`config.mk`:
```
export PLATFORM = sky130hd
export DESIGN_NAME = time_set_ctrl
export DESIGN_NICKNAME = d
export VERILOG_FILES = /design/src/rtl/clock_pkg.sv /design/src/rtl/wrap_counter.sv /design/src/rtl/time_set_ctrl.sv
export SDC_FILE = /design/constraint.sdc
export NUM_CORES = 1
export LEC_CHECK = 0
export ABC_AREA = 1
export BUFFER_PORTS_ARGS = -buffer_cell sky130_fd_sc_hd__buf_2
export CORE_MARGIN = 5
export CORE_UTILIZATION = 55
export CTS_CLUSTER_SIZE = 30
export DETAILED_ROUTE_END_ITERATION = 7
export GPL_TIMING_DRIVEN = 0
export PLACE_DENSITY_LB_ADDON = 0.15
export SETUP_SLACK_MARGIN = 0.4
export SKIP_CTS_REPAIR_TIMING = 1
export SYNTH_ARGS = -nofsm -noshare
export SYNTH_HDL_FRONTEND = slang
export SYNTH_SLANG_ARGS = --single-unit
```
`constraint.sdc`:
```
create_clock -name clock -period 6.8 [get_ports clock]
set_clock_uncertainty 0.15 [all_clocks]
set_input_delay 0.68 -clock clock [delete_from_list [all_inputs] [get_ports clock]]
set_output_delay 0.68 -clock clock [all_outputs]
set_load 0.02 [all_outputs]
```
`src/rtl/clock_pkg.sv`:
```
// Shared types and field limits for the digital clock time registers.
// Latency: n/a (declarations only).
// Backpressure: n/a (declarations only).
package clock_pkg;

   typedef enum logic [1:0] {
      RUN      = 2'd0,
      SET_HOUR = 2'd1,
      SET_MIN  = 2'd2,
      SET_SEC  = 2'd3
   } edit_state_t;

   localparam int HOUR_W   = 5;
   localparam int MIN_W    = 6;
   localparam int SEC_W    = 6;

   localparam int HOUR_MAX = 23;
   localparam int MIN_MAX  = 59;
   localparam int SEC_MAX  = 59;

   // mode_click walks RUN -> SET_HOUR -> SET_MIN -> SET_SEC -> RUN
   function automatic edit_state_t next_edit_state(input edit_state_t s);
      edit_state_t n;
      case (s)
         RUN:      n = SET_HOUR;
         SET_HOUR: n = SET_MIN;
         SET_MIN:  n = SET_SEC;
         default:  n = RUN;
      endcase
      return n;
   endfunction

endpackage

```
`src/rtl/wrap_counter.sv`:
```
// Modulo-(MAX+1) up/down counter with a carry pulse on the MAX->0 up-step.
// Latency: value updates one cycle after up/down; carry is combinational from the current value.
// Backpressure: none; up and down together are a no-op.
module wrap_counter #(
   parameter int MAX = 59,
   parameter int W   = 6
) (
   input  logic         clock,
   input  logic         rst,
   input  logic         up,
   input  logic         down,
   output logic [W-1:0] value,
   output logic         carry
);

   localparam logic [W-1:0] MAX_V = W'(MAX);

   logic [W-1:0] value_q;
   logic [W-1:0] value_d;

   // Next value: an out-of-range value snaps to 0 on the next increment
   always_comb begin
      value_d = value_q;
      if (up && !down) begin
         value_d = (value_q >= MAX_V) ? '0 : value_q + 1'b1;
      end else if (down && !up) begin
         value_d = (value_q == '0) ? MAX_V : value_q - 1'b1;
      end
   end

   // Value register
   always_ff @(posedge clock or negedge rst) begin
      if (!rst) value_q <= '0;
      else      value_q <= value_d;
   end

   assign value = value_q;
   assign carry = up && !down && (value_q == MAX_V);

endmodule

```
`src/rtl/time_set_ctrl.sv`:
```
// Clock hours/minutes/seconds registers: 1 Hz counting in RUN, per-field set with blink in edit states.
// Latency: one cycle from a sampled click/tick to the registered outputs.
// Backpressure: none; every single-cycle pulse is consumed in the cycle it arrives.
module time_set_ctrl
   import clock_pkg::*;
#(
   parameter int BLINK_DIV = 25_000_000,
   parameter int TIMEOUT_S = 10
) (
   input  logic              clock,
   input  logic              rst,
   input  logic              tick_1hz,
   input  logic              mode_click,
   input  logic              inc_click,
   input  logic              dec_click,
   output logic [HOUR_W-1:0] hours,
   output logic [MIN_W-1:0]  minutes,
   output logic [SEC_W-1:0]  seconds,
   output logic [1:0]        edit_field,
   output logic              blank
);

   localparam int TO_W = $clog2(TIMEOUT_S + 1);
   localparam int BD_W = $clog2(BLINK_DIV);

   edit_state_t     state_q, state_d;
   logic [TO_W-1:0] to_cnt_q, to_cnt_d;
   logic [BD_W-1:0] blink_cnt_q, blink_cnt_d;
   logic            blink_phase_q, blink_phase_d;
   logic            blank_q, blank_d;

   logic in_edit, any_click, step_ok, inc_ok, dec_ok, timeout_hit;
   logic sec_up, sec_dn, min_up, min_dn, hr_up, hr_dn;
   logic sec_carry, min_carry, hr_carry;

   assign in_edit   = (state_q != RUN);
   assign any_click = mode_click | inc_click | dec_click;
   // inc/dec only count in edit, lose to mode, and cancel each other out
   assign step_ok   = in_edit && !mode_click && (inc_click ^ dec_click);
   assign inc_ok    = step_ok && inc_click;
   assign dec_ok    = step_ok && dec_click;
   // Tick that brings the idle count to TIMEOUT_S; any click in the same cycle restarts the count
   assign timeout_hit = in_edit && tick_1hz && !any_click &&
                        (to_cnt_q >= TO_W'(TIMEOUT_S - 1));

   // Edit-state FSM: mode_click has priority over the timeout exit
   always_comb begin
      state_d = state_q;
      if (mode_click)       state_d = next_edit_state(state_q);
      else if (timeout_hit) state_d = RUN;
   end

   // Idle timeout counter: counts ticks only while editing with no clicks
   always_comb begin
      to_cnt_d = to_cnt_q;
      if (!in_edit || any_click || timeout_hit) to_cnt_d = '0;
      else if (tick_1hz)                        to_cnt_d = to_cnt_q + 1'b1;
   end

   // Blink divider: restarts on state change and accepted edits so the new value shows solid
   always_comb begin
      blink_cnt_d   = blink_cnt_q;
      blink_phase_d = blink_phase_q;
      if (state_d == RUN || mode_click || step_ok) begin
         blink_cnt_d   = '0;
         blink_phase_d = 1'b0;
      end else if (blink_cnt_q == BD_W'(BLINK_DIV - 1)) begin
         blink_cnt_d   = '0;
         blink_phase_d = ~blink_phase_q;
      end else begin
         blink_cnt_d   = blink_cnt_q + 1'b1;
      end
      blank_d = (state_d != RUN) && blink_phase_d;
   end

   // Control registers
   always_ff @(posedge clock or negedge rst) begin
      if (!rst) begin
         state_q       <= RUN;
         to_cnt_q      <= '0;
         blink_cnt_q   <= '0;
         blink_phase_q <= 1'b0;
         blank_q       <= 1'b0;
      end else begin
         state_q       <= state_d;
         to_cnt_q      <= to_cnt_d;
         blink_cnt_q   <= blink_cnt_d;
         blink_phase_q <= blink_phase_d;
         blank_q       <= blank_d;
      end
   end

   // Field steering: carries chain only in RUN, edits touch just the selected field
   always_comb begin
      sec_up = in_edit ? (state_q == SET_SEC  && inc_ok) : tick_1hz;
      min_up = in_edit ? (state_q == SET_MIN  && inc_ok) : sec_carry;
      hr_up  = in_edit ? (state_q == SET_HOUR && inc_ok) : min_carry;
      sec_dn = (state_q == SET_SEC)  && dec_ok;
      min_dn = (state_q == SET_MIN)  && dec_ok;
      hr_dn  = (state_q == SET_HOUR) && dec_ok;
   end

   wrap_counter #(.MAX(SEC_MAX), .W(SEC_W)) u_sec (
      .clock(clock), .rst(rst), .up(sec_up), .down(sec_dn),
      .value(seconds), .carry(sec_carry)
   );

   wrap_counter #(.MAX(MIN_MAX), .W(MIN_W)) u_min (
      .clock(clock), .rst(rst), .up(min_up), .down(min_dn),
      .value(minutes), .carry(min_carry)
   );

   wrap_counter #(.MAX(HOUR_MAX), .W(HOUR_W)) u_hr (
      .clock(clock), .rst(rst), .up(hr_up), .down(hr_dn),
      .value(hours), .carry(hr_carry)
   );

   assign edit_field = state_q;
   assign blank      = blank_q;

endmodule

```
# --- After elaboration in Yosys (flattened, before gate mapping) ---
# Index checks and enable logic that the tools add are counted.
word_totals:
  ff_bits: 50
  inputBits: 6
  elab_cells: 100
classes:
  add_sub_neg: 8
  order_cmp: 4
  n_eq_ne: 6
  mux: 24
  bitwise_logic: 4
  reduce_logical: 46
ops:
  columns: ["op", "n"]
  rows:
  - ["25-bit 2-to-1 mux", 2]
  - ["6-bit 2-to-1 mux", 8]
  - ["25-bit by 1-bit adder with 25-bit output, second input constant", 1]
  - ["25-bit equality test, second input constant", 1]
  - ["1-bit logical AND", 22]
  - ["5-bit 2-to-1 mux", 4]
  - ["6-bit by 1-bit adder with 6-bit output, second input constant", 2]
  - ["6-bit equality test, second input constant", 2]
  - ["6-bit >= comparator, second input constant", 2]
  - ["6-bit zero test", 2]
  - ["2-bit nonzero test", 6]
  - ["6-bit by 1-bit subtractor with 6-bit output, second input constant", 2]
  - ["1-bit zero test", 9]
  - ["4-bit 2-to-1 mux", 2]
  - ["2-bit one-hot mux with 3 select lines", 1]
  - ["5-bit by 1-bit adder with 5-bit output, second input constant", 1]
  - ["5-bit >= comparator, second input constant", 1]
  - ["5-bit zero test", 1]
  - ["1-bit 2-to-1 mux", 5]
  - ["5-bit by 1-bit subtractor with 5-bit output, second input constant", 1]
  - ["4-bit by 1-bit adder with 4-bit output, second input constant", 1]
  - ["2-bit equality test, second input constant", 2]
  - ["4-bit >= comparator, second input constant", 1]
  - ["2-bit zero test", 2]
  - ["6 further kinds", 11]

# --- Longest topological paths before layout ---
# Gate-level depths: netlist (run 1).
logic_depth:
  depth_word: 16
  ltp_mapped: 18
  ltp_nobuf: 18

# --- Modules after synthesis ---
# A second synthesis (run 1) with hierarchy kept.
hier_totals:
  hier_cells: 549
  hier_area_um2: 3802.4
by_module_without_submodules:
  columns: ["module", "instances", "cells_each", "area_per_inst_um2"]
  rows:
  - ["time_set_ctrl", 1, 297, 2095.8]
  - ["wrap_counter at u_min ...", 2, 91, 625.6]
  - ["wrap_counter at u_hr", 1, 70, 455.4]

# --- Least setup slack after synthesis (run 1) ---
# Ideal clock, no wire load.
synth_timing:
  path_kind: "reg-to-reg"
  from: "register state_q[0], in the netlist edit_field[0]"
  to: "register u_hr.value_q[2], in the netlist u_hr.value[2]"
  setup_time_ns: 0.118
  arrival_ns: 3.152
  t_required_ns: 6.532
  setup_slack_ns: 3.380
  path_stages_with_launch: 18
  path_buffers: 0
  synth_period_minus_slack_ns: 3.420
  path_cell_list: "dfrtp_1 inv_1 ha_1 nor2_1 nand3_1 inv_1 a22o_1 ha_1 nand3_1 o41ai_1 ha_1 inv_1 o41ai_1 ha_1 inv_1 nand2_1 a21oi_1 nor2_1"
synth_between:
  elab_chain_cells: 15
  word_cells_on_any_way: 29
synth_rtl:
  columns: ["element", "line", "rtl"]
  rows:
  - ["start: declaration", "time_set_ctrl.sv:26", "edit_state_t state_q, state_d;"]
  - ["start signal: assignment", "time_set_ctrl.sv:85", "state_q <= state_d;"]
  - ["2-bit nonzero test", "time_set_ctrl.sv:36", "assign in_edit = (state_q != RUN);"]
  - ["1-bit logical AND (2 in series)", "time_set_ctrl.sv:39", "assign step_ok = in_edit && !mode_click && (inc_click ^ dec_click);"]
  - ["1-bit logical AND (on tied branches)", "time_set_ctrl.sv:40, time_set_ctrl.sv:41", null]
  - ["1-bit logical AND (on tied branches)", "time_set_ctrl.sv:95, time_set_ctrl.sv:98", null]
  - ["1-bit 2-to-1 mux or 1-bit zero test (tied branches)", "time_set_ctrl.sv:95, wrap_counter.sv:38", null]
  - ["1-bit logical AND (2 in series)", "wrap_counter.sv:38", "assign carry = up && !down && (value_q == MAX_V);"]
  - ["1-bit 2-to-1 mux", "time_set_ctrl.sv:96", "min_up = in_edit ? (state_q == SET_MIN && inc_ok) : sec_carry;"]
  - ["1-bit logical AND (2 in series)", "wrap_counter.sv:38", null]
  - ["1-bit 2-to-1 mux", "time_set_ctrl.sv:97", "hr_up = in_edit ? (state_q == SET_HOUR && inc_ok) : min_carry;"]
  - ["1-bit zero test", "wrap_counter.sv:26", "end else if (down && !up) begin"]
  - ["1-bit logical AND", "wrap_counter.sv:26", null]
  - ["2-bit nonzero test (no line)", null, null]
  - ["end signal: assignment", "wrap_counter.sv:34", "else value_q <= value_d;"]
  - ["end: declaration", "wrap_counter.sv:18", "logic [W-1:0] value_q;"]
# Parallel ways exist; a longest one is shown, timed or not.
# A chain may end at the register's enable or synchronous reset.

# --- Worst setup path after layout (run 1) ---
layout_timing:
  from: "register state_q[0], in the netlist edit_field[0]"
  to: "register u_hr.value_q[4], in the netlist u_hr.value[4]"
# The elaborated chain is that of the path after synthesis.

==> impl_results.md, run 1 <==
- Area occupied by multi-input gates: 0.00199 sq mm
- Cell Area, Synth: 0.00356 sq mm
- PortBufs: 25
- Leading post-synthesis cells by cell area: dfrtp_1 (35%), nand2_1 (13%), nor2_1 (9.1%)
- Die area: 0.00818 sq mm
- Worst slew margin: 0.277
- Sequential-to-total area share from yosys stat: 0.352
- Grt ovf: 0
- First-pass DRT Iterations: 4
- Register area: 0.00125 sq mm
- Antenna Nets Post-Route: 0
- Leakage: around 1.8 nW
- Fill count: 617
- Initial antenna violation count: 0
- Vias/cell: 5.16
- Fin. Hold Viols: 0
- Wire per inst: 11.9 microns
- Residual DRC: 0
- IO Pins: 26
- Gpl congestion: ~0.94
- FF+latch count, synth: 50
- Crit path max fanout: 6
- Outcome: completed
- Max incr delay on CP: 0.44 ns
- Worst Setup End Kind: register
- P_sw: between 0.5 and 0.6 mW
- Power Density: 320 mW/mm^2
- Worst-Margin Slew: 1.08 ns
- Synth top area share: 0.352
- Die width: between 90 and 100 microns
- Initial core utilization: 0.563
- First-pass GRT wire length: 13.7 mm
- Yosys Warn Count: 0
- Final setup fails: 0
- Fin crit period: roughly 4.0 ns
- Post-DP HPWL: 5.74 mm
- Htree depth: 2
- Syn Area/Cell: ~7.0 sq um
- CTS tree: built
- Crit path required time: 6.89 ns
- CORE AREA: around 0.0063 sq mm
- Vias in the first global route: 3161
- Share of cells above drive strength 1: 0.128
- Hold_ws: 0.401 ns
- Area Overhead vs Synth: 9.00%
- Switching Share: 0.466
- All-layer global routing usage: 0.195
- Max-slew violations: 0
- Critical path cell sequence: inv_1, ha_1, nor2_1, nand3_1, inv_1, a22o_1, ha_1, nand3_1, o41ai_1, ha_1, inv_1, o41ai_1, ha_1, inv_1, nor2_1, nand2_1, a21oi_1
- RSZ-0062 raised after global routing: no
- Pin count of the biggest net entering global routing: between 50 and 60
- Max rail drop VDD: between 200 and 250 uV
- Fmax: approximately 0.25 GHz
- Sequential share of power: 0.337
- Hold Crit Class: register to register
- Post-Syn Nets: 533
- Critical Path Start Type: register
- CTS clk-pin slew, worst paths: about 0.1 ns
- Final worst path period share: 0.581
- Die Height: 90.4 microns
- Clock Latency Late Sink: 0.30 ns
- CP arrival: 4.04 ns
- Syn Inst Count: slightly above 500
- Cell variety after synth: 29
- Root Buffer Master: clkbuf_8
- Cell taking the most area after synthesis: dfrtp_1
- Max-Cap Viols: 0
- Internal power: between 0.6 and 0.7 mW
- N_diodes: 0
- Final WL: about 7.4 mm
- DRT iter0 DRCs: 178
- Slowest CP cell: o41ai_1
- Clock sinks: 50
- Number of buffers created by CTS: 5
- Clock Power Share: 0.148
- Crit path kind: register to register
- Logic pwr share: 0.514
- TNS Setup: 0 ns
- Vias post-DR: 3190
- Nets: 565
- # rows: 29
- CTS max path bufs: 2
## cell families (layout without fill, tap and decap cells)
| family | Yosys count | in the layout | synth area share |
|---|---|---|---|
| AO/OA/AOI/OAI | 37 | 37 | 0.0601 |
| XOR/XNOR | 21 | 21 | 0.0517 |
| adder cells (fa/ha/maj) | 19 | 19 | 0.0668 |
| buffers and inverters | 74 | 107 | 0.0876 |
| flip-flops | 50 | 50 | 0.352 |
| AND/OR/NAND/NOR | 307 | 307 | 0.382 |
## cells in the final DEF (no fill, tap or decap), types with 5 or more instances in the layout
| cell type | netlist | layout |
|---|---|---|
| nand3_1 | 51 | 51 |
| o21ai_0 | 15 | 15 |
| a21oi_1 | 11 | 11 |
| clkbuf_8 | 0 | 6 |
| dfrtp_1 | 50 | 50 |
| inv_1 | 65 | 65 |
| clkbuf_1 | 5 | 5 |
| nor3_1 | 6 | 6 |
| nor2_1 | 86 | 86 |
| nor2_2 | 19 | 19 |
| nand2_1 | 119 | 119 |
| xnor2_1 | 5 | 5 |
| buf_2 | 1 | 26 |
| ha_1 | 19 | 19 |
| xor2_1 | 16 | 16 |
| nand4_1 | 13 | 13 |
## cells in the mapped netlist
cell        n
nand2_1   119
nor2_1     86
inv_1      65
nand3_1    51
dfrtp_1    50
ha_1       19
nor2_2     19
xor2_1     16
o21ai_0    15
nand4_1    13
a21oi_1    11
nor3_1      6
clkbuf_1    5
xnor2_1     5
or2_2       4
a31oi_1     3
nand2_2     3
a21oi_2     2
buf_12      2
nand2_4     2
nand3b_1    2
nor2_4      2
o41ai_1     2
a22o_1      1
buf_2       1
inv_2       1
o21ai_1     1
o21bai_1    1
o311ai_0    1
## registers in the layout, summed over array words and instances (netlist names)
signal,flops
blank,1
blink_cnt_q,25
blink_phase_q,1
edit_field,2
to_cnt_q,4
u_hr.value,5
u_min.value,6
u_sec.value,6
## through the flow
stage | setup WS, ns | std cells | area (sq um) | power [mW] | util
2_1_floorplan | 3.38 | 508 | 3560 | 0.904 | -
3_3_place_gp | 2.84 | 610 | 3780 | 1.05 | 0.598
3_5_place_dp | 2.86 | 610 | 3780 | 1.07 | 0.598
4_1_cts | 2.88 | 618 | 3880 | 1.26 | 0.614
5_1_grt | 2.45 | 618 | 3880 | 1.37 | 0.614
6_report | 2.85 | 618 | 3880 | 1.24 | 0.614
## worst max-delay path: cells and delay by family, from the launching register on
kind,cells,cell delay (ns)
adders and majority gates,4,1.10
buffers and inverters,4,0.44
and+or+nand+nor,5,0.70
DFF,1,0.42
AOI/OAI and AO/OA,4,1.07
## routing by layer
layer | track usage | wire length [microns] | vias to the layer above
met1 | 0.261 | 3560 | 1466
met2 | 0.328 | 3470 | 46
met3 | 0.0292 | 230 | 8
met5 | 0 | 0 | -
li1 | - | - | 1670
met4 | 0.0533 | 88 | 0
## final cells by class
class / instances / area share
clock buffers: 6 / 0.0213
plain buffers: 8 / 0.0165
well taps: 77 / 0.0248
repair buffers: 25 / 0.0323
inverters: 66 / 0.0639
multi-input cells: 384 / 0.514
flip-flops and latches: 50 / 0.323
clock inverters: 2 / 0.00419
## final timing paths
| path | start | endpoint | slack [ns] | cells past startpoint |
|---|---|---|---|---|
| max | edit_field[0] | u_hr.value[4] | 2.85 | 17 |
| min | blink_cnt_q[0] | blink_cnt_q[0] | 0.40 | 3 |
| max reg2reg | edit_field[0] | u_hr.value[4] | 2.85 | 17 |
| min reg2reg | blink_cnt_q[0] | blink_cnt_q[0] | 0.40 | 3 |
| max in group asynchronous | rst | u_sec.value[2] | 5.41 | 1 |
| min in group asynchronous | rst | u_hr.value[2] | 0.42 | 1 |
## power by group through the flow
stage	clock network [mW]	registers (mW)	logic, mW
final	0.184	0.419	0.639
after detailed placement	0	0.425	0.640
after global placement	0	0.423	0.626
after global routing	0.206	0.432	0.728
after CTS	0.195	0.420	0.642
after floorplan	0	0.483	0.421
Note: power is estimated with default switching activity, not from simulation.
==> inputs of run 2 (changes only) <==
Clock period 6.8 ns to 4.1 ns, I/O delays scaled along.
==> run 2 against run 1 <==
Design area up 1.3%. First-iteration DRC count down 2.8%. Combinational power up 71%.
==> impl_results.md, run 2 (synthesized netlist as in run 1, its figures left out) <==
- Root Buffer Master: clkbuf_8 (unchanged)
- N_diodes: 0 (unchanged)
- Outcome: completed (unchanged)
- Hold Crit Class: primary input to async pin (was register to register)
- Final WL: 7.39 mm (was 7.35 mm)
- Commonest non-fill, non-tap cells in the layout: nand2_1 (119), nor2_1 (84), inv_1 (64) (was nand2_1 (119), nor2_1 (86), inv_1 (65))
- PortBufs: 25 (unchanged)
- CTS tree: built (unchanged)
- Pin count of the biggest net entering global routing: 51 (unchanged)
- Power Density: 531 mW/mm^2 (was 320 mW/mm^2)
- DRT iter0 DRCs: 173 (was 178)
- Fin crit period: 3.39 ns (was 3.95 ns)
- Htree depth: 2 (unchanged)
- Crit path max fanout: 6 (unchanged)
- First-pass GRT wire length: 13.7 mm (unchanged)
- Worst Setup End Kind: register (unchanged)
- Fmax: 0.295 GHz (was 0.253 GHz)
- Fin. Hold Viols: 0 (unchanged)
- Worst slew margin: 0.275 (was 0.277)
- Grt ovf: 0 (unchanged)
- Tot Pwr: 2.08 mW (was 1.24 mW)
- CTS clk-pin slew, worst paths: 0.10 ns (about the same)
- Biggest register: blink_cnt_q (unchanged)
- Hold_ws: 0.152 ns (was 0.401 ns)
- Most common cell after layout, fill and taps aside: nand2_1 (unchanged)
- Antenna Nets Post-Route: 0 (unchanged)
- Leakage: 1.85 nW (was 1.83 nW)
- Die Height: 90.4 microns (unchanged)
- Critical path cell sequence: inv_1, ha_1, nor2_2, nand3_1, inv_1, a22o_1, ha_2, nand3_1, o41ai_2, ha_2, inv_1, o41ai_2, ha_2, inv_1, nor2_2, nand2_1, a21oi_1 (was inv_1, ha_1, nor2_1, nand3_1, inv_1, a22o_1, ha_1, nand3_1, o41ai_1, ha_1, inv_1, o41ai_1, ha_1, inv_1, nor2_1, nand2_1, a21oi_1)
- Worst-Margin Slew: 1.09 ns (was 1.08 ns)
- TNS Setup: 0 ns (unchanged)
- Number of flip-flops in the largest register: 25 (unchanged)
- Wire per inst: 11.9 microns (about the same)
- Vias in the first global route: 3161 (unchanged)
- All-layer global routing usage: 0.195 (unchanged)
- Final setup fails: 0 (unchanged)
- Initial antenna violation count: 0 (unchanged)
- Initial core utilization: 0.563 (unchanged)
- First-pass DRT Iterations: 4 (unchanged)
- Slowest CP cell: dfrtp_1 (was o41ai_1)
- # rows: 29 (unchanged)
- Area Overhead vs Synth: 10.4% (was 9.00%)
- Clock Latency Late Sink: 0.30 ns (about the same)
- Die area: 0.00818 sq mm (unchanged)
- Nets: 568 (was 565)
- RSZ-0062 raised after global routing: no (unchanged)
- Final worst-path setup slack: 0.706 ns (was 2.85 ns)
- Crit path kind: register to register (unchanged)
- IO Pins: 26 (unchanged)
- CTS max path bufs: 2 (unchanged)
- Max incr delay on CP: 0.40 ns (was 0.44 ns)
- Final worst path period share: 0.828 (was 0.581)
- Max-slew violations: 0 (unchanged)
- Most used cell, CP: inv_1
- Max rail drop VDD: 378 uV (was 228 uV)
- Max-Cap Viols: 0 (unchanged)
- CORE AREA: 0.00631 sq mm (unchanged)
- Critical Path Start Type: register (unchanged)
- Number of buffers created by CTS: 5 (unchanged)
- Vias post-DR: 3202 (was 3190)
- Dpl ws: 0.224 ns (was 2.86 ns)
- Residual DRC: 0 (unchanged)
- Gpl congestion: 0.943 (unchanged)
- Clock sinks: 50 (unchanged)
- Share of cells above drive strength 1: 0.147 (was 0.128)
- CP arrival: 3.48 ns (was 4.04 ns)
- Vias/cell: 5.16 (about the same)
- Crit path required time: 4.19 ns (was 6.89 ns)
- Post-DP HPWL: 5.74 mm (unchanged)
- Die width: 90.4 microns (unchanged)
- Fill count: 620 (was 617)
[run 2: cell count changes in the layout (fill, tap and decap cells not counted), sizes merged]
cell | before | now
buf | 28 | 31
[run 2: area by class of cell]
| class | count | area (sq um) | share of cell area |
|---|---|---|---|
| multi-input cells | 384 | 2020 | 0.515 |
| plain buffers | 8 | 63.8 | 0.0162 |
| well taps | 77 | 96.3 | 0.0245 |
| flip-flops and latches | 50 | 1250 | 0.319 |
| clock buffers | 6 | 82.6 | 0.0210 |
| clock inverters | 2 | 16.3 | 0.00414 |
| inverters | 66 | 248 | 0.0631 |
| repair buffers | 28 | 148 | 0.0376 |
[run 2: where the power goes]
part,total (mW),internal (mW),switching (mW)
sequential,0.693,0.592,0.101
clock,0.305,0.139,0.166
combinational,1.09,0.382,0.705
[run 2: final timing paths]
kind                            cells after the start  slack, ns            from              to
worst max-delay path                               17       0.71   edit_field[1]   u_hr.value[4]
worst min-delay path                                1       0.15             rst   u_hr.value[2]
worst max register to register                     17       0.71   edit_field[1]   u_hr.value[4]
worst min register to register                      3       0.40  blink_cnt_q[0]  blink_cnt_q[0]
max in group asynchronous                           1       2.98             rst  u_sec.value[2]
min in group clock                                  4       0.30        tick_1hz     to_cnt_q[0]
[run 2: routing by layer]
metal  GRT usage  up-vias  wire [microns]
met2       0.328       60            3500
li1            -     1679               -
met4      0.0533        0              93
met1       0.261     1454            3570
met5           0        -               0
met3      0.0292        9             226
[run 2: worst max-delay path: cells and delay by family, from the launching register on]
| family | cells | cell delay, ns |
|---|---|---|
| adder cells (fa/ha/maj) | 4 | 1.02 |
| flip-flops | 1 | 0.40 |
| buffers and inverters | 4 | 0.40 |
| AND/OR/NAND/NOR | 5 | 0.60 |
| AO/OA/AOI/OAI | 4 | 0.77 |
[run 2: stage by stage]
stage	instance area, sq um	std cells	util
global placement	3780	610	0.598
global route	3930	621	0.622
CTS	3880	618	0.614
finish	3930	621	0.622
detailed placement	3780	610	0.598
floorplan	3560	508	-
==> inputs of run 3 (changes only) <==
Settings changed: ABC_AREA 1 to 0.
Clock period 4.1 ns to 3.2 ns, I/O delays scaled along.
==> run 3 against run 2 <==
Combinational power grew 25%. Critical path type unchanged. Via count shrank 3.0%. Largest cell class unchanged. Non-clock buffer count grew 27. Count of clock-buffer cells in the layout shrank 1. The run now ends with setup timing left. Routed wire length grew 7.3%. Design area grew 3.0%. Sequential power grew 26%. Highest routed layer unchanged. Maximum frequency shrank 7.4%. Global-route usage grew 0.22 points.
==> impl_results.md, run 3 <==
- Switching Share: 0.439 (was 0.466)
- Max rail drop VDD: 494 uV (was 378 uV)
- Dpl ws: -0.688 ns (was 0.224 ns)
- Wire per inst: 15.6 microns (was 11.9 microns)
- Worst Setup End Kind: register (unchanged)
- Worst slew margin: 0.252 (was 0.275)
- Gpl congestion: 0.871 (was 0.943)
- Sequential share of power: 0.323 (was 0.333)
- Hold_ws: 0.0582 ns (was 0.152 ns)
- # rows: 28 (was 29)
- Pin count of the biggest net entering global routing: 51 (unchanged)
- Crit path kind: register to register (unchanged)
- Clock Latency Late Sink: 0.32 ns (was 0.30 ns)
- Hold Crit Class: primary input to async pin (unchanged)
- Primary FF master, synth: dfrtp_1 (unchanged)
- Fmax: 0.273 GHz (was 0.295 GHz)
- Worst-Margin Slew: 1.12 ns (was 1.09 ns)
- Critical path cell sequence: inv_2, ha_4, buf_8, nor4b_4, a22o_1, ha_4, nand3_4, o21ai_4, ha_4, buf_8, nand4_1, o21ai_2, ha_4, or3_1, or4_1, nand3_1 (was inv_1, ha_1, nor2_2, nand3_1, inv_1, a22o_1, ha_2, nand3_1, o41ai_2, ha_2, inv_1, o41ai_2, ha_2, inv_1, nor2_2, nand2_1, a21oi_1)
- RSZ-0062 raised after global routing: yes (was no)
- Syn Area/Cell: 8.77 sq um (was 7.00 sq um)
- Area Overhead vs Synth: 19.6% (was 10.4%)
- Internal power: 1.51 mW (was 1.11 mW)
- FF+latch count, synth: 50 (unchanged)
- Placed cells: 484 (was 610)
- IO Pins: 26 (unchanged)
- Grt ovf: 0 (unchanged)
- Cell taking the most area after synthesis: dfrtp_1 (unchanged)
- Htree depth: 2 (unchanged)
- Number of flip-flops in the largest register: 25 (unchanged)
- Leakage: 1.58 nW (was 1.85 nW)
- Power Density: 666 mW/mm^2 (was 531 mW/mm^2)
- Vias post-DR: 3105 (was 3202)
- Biggest register: blink_cnt_q (unchanged)
- Nets: 458 (was 568)
- Tot Pwr: 2.70 mW (was 2.08 mW)
- First-pass GRT wire length: 12.5 mm (was 13.7 mm)
- Max incr delay on CP: 0.47 ns (was 0.40 ns)
- Ys async rst share: 1.00 (unchanged)
- CTS clk-pin slew, worst paths: 0.11 ns (was 0.10 ns)
- Vias in the first global route: 2813 (was 3161)
- CP arrival: 3.76 ns (was 3.48 ns)
- Final worst-path setup slack: -0.466 ns (was 0.706 ns)
- Final setup fails: 5 (was 0)
- Antenna Nets Post-Route: 0 (unchanged)
- CTS max path bufs: 2 (unchanged)
- Logic pwr share: 0.506 (was 0.521)
- Initial core utilization: 0.568 (was 0.563)
- Critical Path Start Type: register (unchanged)
- Fin. Hold Viols: 0 (unchanged)
- Post-DP HPWL: 5.30 mm (was 5.74 mm)
- Syn Inst Count: 386 (was 508)
- Post-Syn Nets: 411 (was 533)
- Sequential-to-total area share from yosys stat: 0.370 (was 0.352)
- All-layer global routing usage: 0.197 (was 0.195)
- Failing checks: setup timing
- Crit path max fanout: 8 (was 6)
- Crit path required time: 3.30 ns (was 4.19 ns)
- Slowest CP cell: or4_1 (was dfrtp_1)
- Initial antenna violation count: 0 (unchanged)
- Most used cell, CP: ha_4 (was inv_1)
- Post-route insts no fill: 509 (was 621)
- Synth top area share: 0.370 (was 0.352)
- Clock Power Share: 0.171 (was 0.146)
- CTS tree: built (unchanged)
- Die width: 88.4 microns (was 90.4 microns)
- Max-slew violations: 0 (unchanged)
- Number of buffers created by CTS: 5 (unchanged)
- Cell variety after synth: 58 (was 29)
- Vias/cell: 6.10 (was 5.16)
- Die area: 0.00782 sq mm (was 0.00818 sq mm)
- Commonest non-fill, non-tap cells in the layout: dfrtp_1 (48), nand2_1 (28), buf_2 (26) (was nand2_1 (119), nor2_1 (84), inv_1 (64))
- Outcome: finished, violations left (was completed)
- DRT iter0 DRCs: 158 (was 173)
- Final worst path period share: 1.15 (was 0.828)
- Post-synth EDFFs: 0 (unchanged)
- First-pass DRT Iterations: 4 (unchanged)
- Cell with the most instances after synthesis: dfrtp_1 (was nand2_1)
- P_sw: 1.18 mW (was 0.972 mW)
- Post-synth top cells: dfrtp_1 (50), nand2_1 (29), nor3_1 (24), o21ai_0 (24), nand3_1 (21) (was nand2_1 (119), nor2_1 (86), inv_1 (65))
- N_diodes: 0 (unchanged)
- Fin crit period: 3.67 ns (was 3.39 ns)
- Clock sinks: 50 (unchanged)
- DP Area: 0.00367 sq mm (was 0.00378 sq mm)
- Residual DRC: 0 (unchanged)
- PortBufs: 23 (was 25)
- Leading post-synthesis cells by cell area: dfrtp_1 (37%), ha_1 (7.0%), nor3_1 (3.5%) (was dfrtp_1 (35%), nand2_1 (13%), nor2_1 (9.1%))
- Final WL: 7.93 mm (was 7.39 mm)
- TNS Setup: -0.879 ns (was 0 ns)
- Max-Cap Viols: 0 (unchanged)
- Share of cells above drive strength 1: 0.219 (was 0.147)
- CORE AREA: 0.00596 sq mm (was 0.00631 sq mm)
- Final Util: 0.679 (was 0.622)
- Final instance area: 0.00405 sq mm (was 0.00393 sq mm)
- Cell Area, Synth: 0.00338 sq mm (was 0.00356 sq mm)
- Most common cell after layout, fill and taps aside: dfrtp_1 (was nand2_1)
- Die Height: 88.4 microns (was 90.4 microns)
- Yosys Warn Count: 0 (unchanged)
- Root Buffer Master: clkbuf_8 (unchanged)
## run 3: changes by cell type in the layout (fill, tap and decap cells not counted), moves of 7 or more
cell      before  now
a211oi_1       0   10
buf_4          3   16
clkbuf_1       5   16
inv_1         64   16
nand2_1      119   28
nand3_1       51   20
nand4_1       13    6
nor2_1        84   20
nor2_2        21    0
nor3_1         6   23
or3_1          0   10
or4_1          0    7
xor2_1        16    7
## run 3: routing by layer
| metal | GRT usage | share of wire | vias to the layer above |
|---|---|---|---|
| li1 | - | - | 1534 |
| met1 | 0.260 | 0.46 | 1492 |
| met2 | 0.337 | 0.50 | 70 |
| met3 | 0.0372 | 0.039 | 9 |
| met4 | 0.0453 | 0.0091 | 0 |
| met5 | 0 | 0 | - |
## run 3: final cells by class
| cell class | count | area (sq um) |
|---|---|---|
| clock inverters | 3 | 45.0 |
| flip-flops and latches | 50 | 1250 |
| repair buffers | 40 | 246 |
| plain buffers | 23 | 131 |
| well taps | 75 | 93.8 |
| clock buffers | 5 | 68.8 |
| inverters | 20 | 77.6 |
| fillers | 484 | 1910 |
| multi-input cells | 293 | 2130 |
## run 3: logic make-up (layout without fill, tap and decap cells)
family | after synthesis | after routing | synth area share
multiplexers | 5 | 5 | 0.0148
buffers and inverters | 43 | 91 | 0.0488
flip-flops | 50 | 50 | 0.370
AO/OA/AOI/OAI | 98 | 98 | 0.202
adder cells (fa/ha/maj) | 19 | 19 | 0.0702
AND/OR/NAND/NOR | 155 | 155 | 0.253
XOR/XNOR | 16 | 16 | 0.0414
## run 3: final timing paths
kind / to / slack, ns / from / cells past startpoint
worst max-delay path: u_hr.value[3] / -0.47 / edit_field[0] / 16
worst min-delay path: blink_cnt_q[21] / 0.06 / rst / 1
worst max register to register: u_hr.value[3] / -0.47 / edit_field[0] / 16
worst min register to register: blink_cnt_q[0] / 0.37 / blink_cnt_q[0] / 1
max in group asynchronous: edit_field[1] / 2.07 / rst / 1
min in group clock: to_cnt_q[1] / 0.26 / tick_1hz / 3
## run 3: power by group through the flow
stage               registers (mW)  logic, mW  clock network, mW
floorplan                    0.980      0.753                  0
global placement             0.879       1.15                  0
detailed placement           0.883       1.16                  0
CTS                          0.870       1.17              0.468
global route                 0.891       1.51              0.495
finish                       0.871       1.36              0.461
## run 3: worst max-delay path: cells and delay by family, from the launching register on
kind | cells | cell delay, ns
adders and majority gates | 4 | 0.77
and+or+nand+nor | 6 | 1.36
DFF | 1 | 0.42
buffers and inverters | 3 | 0.28
AOI/OAI and AO/OA | 3 | 0.63
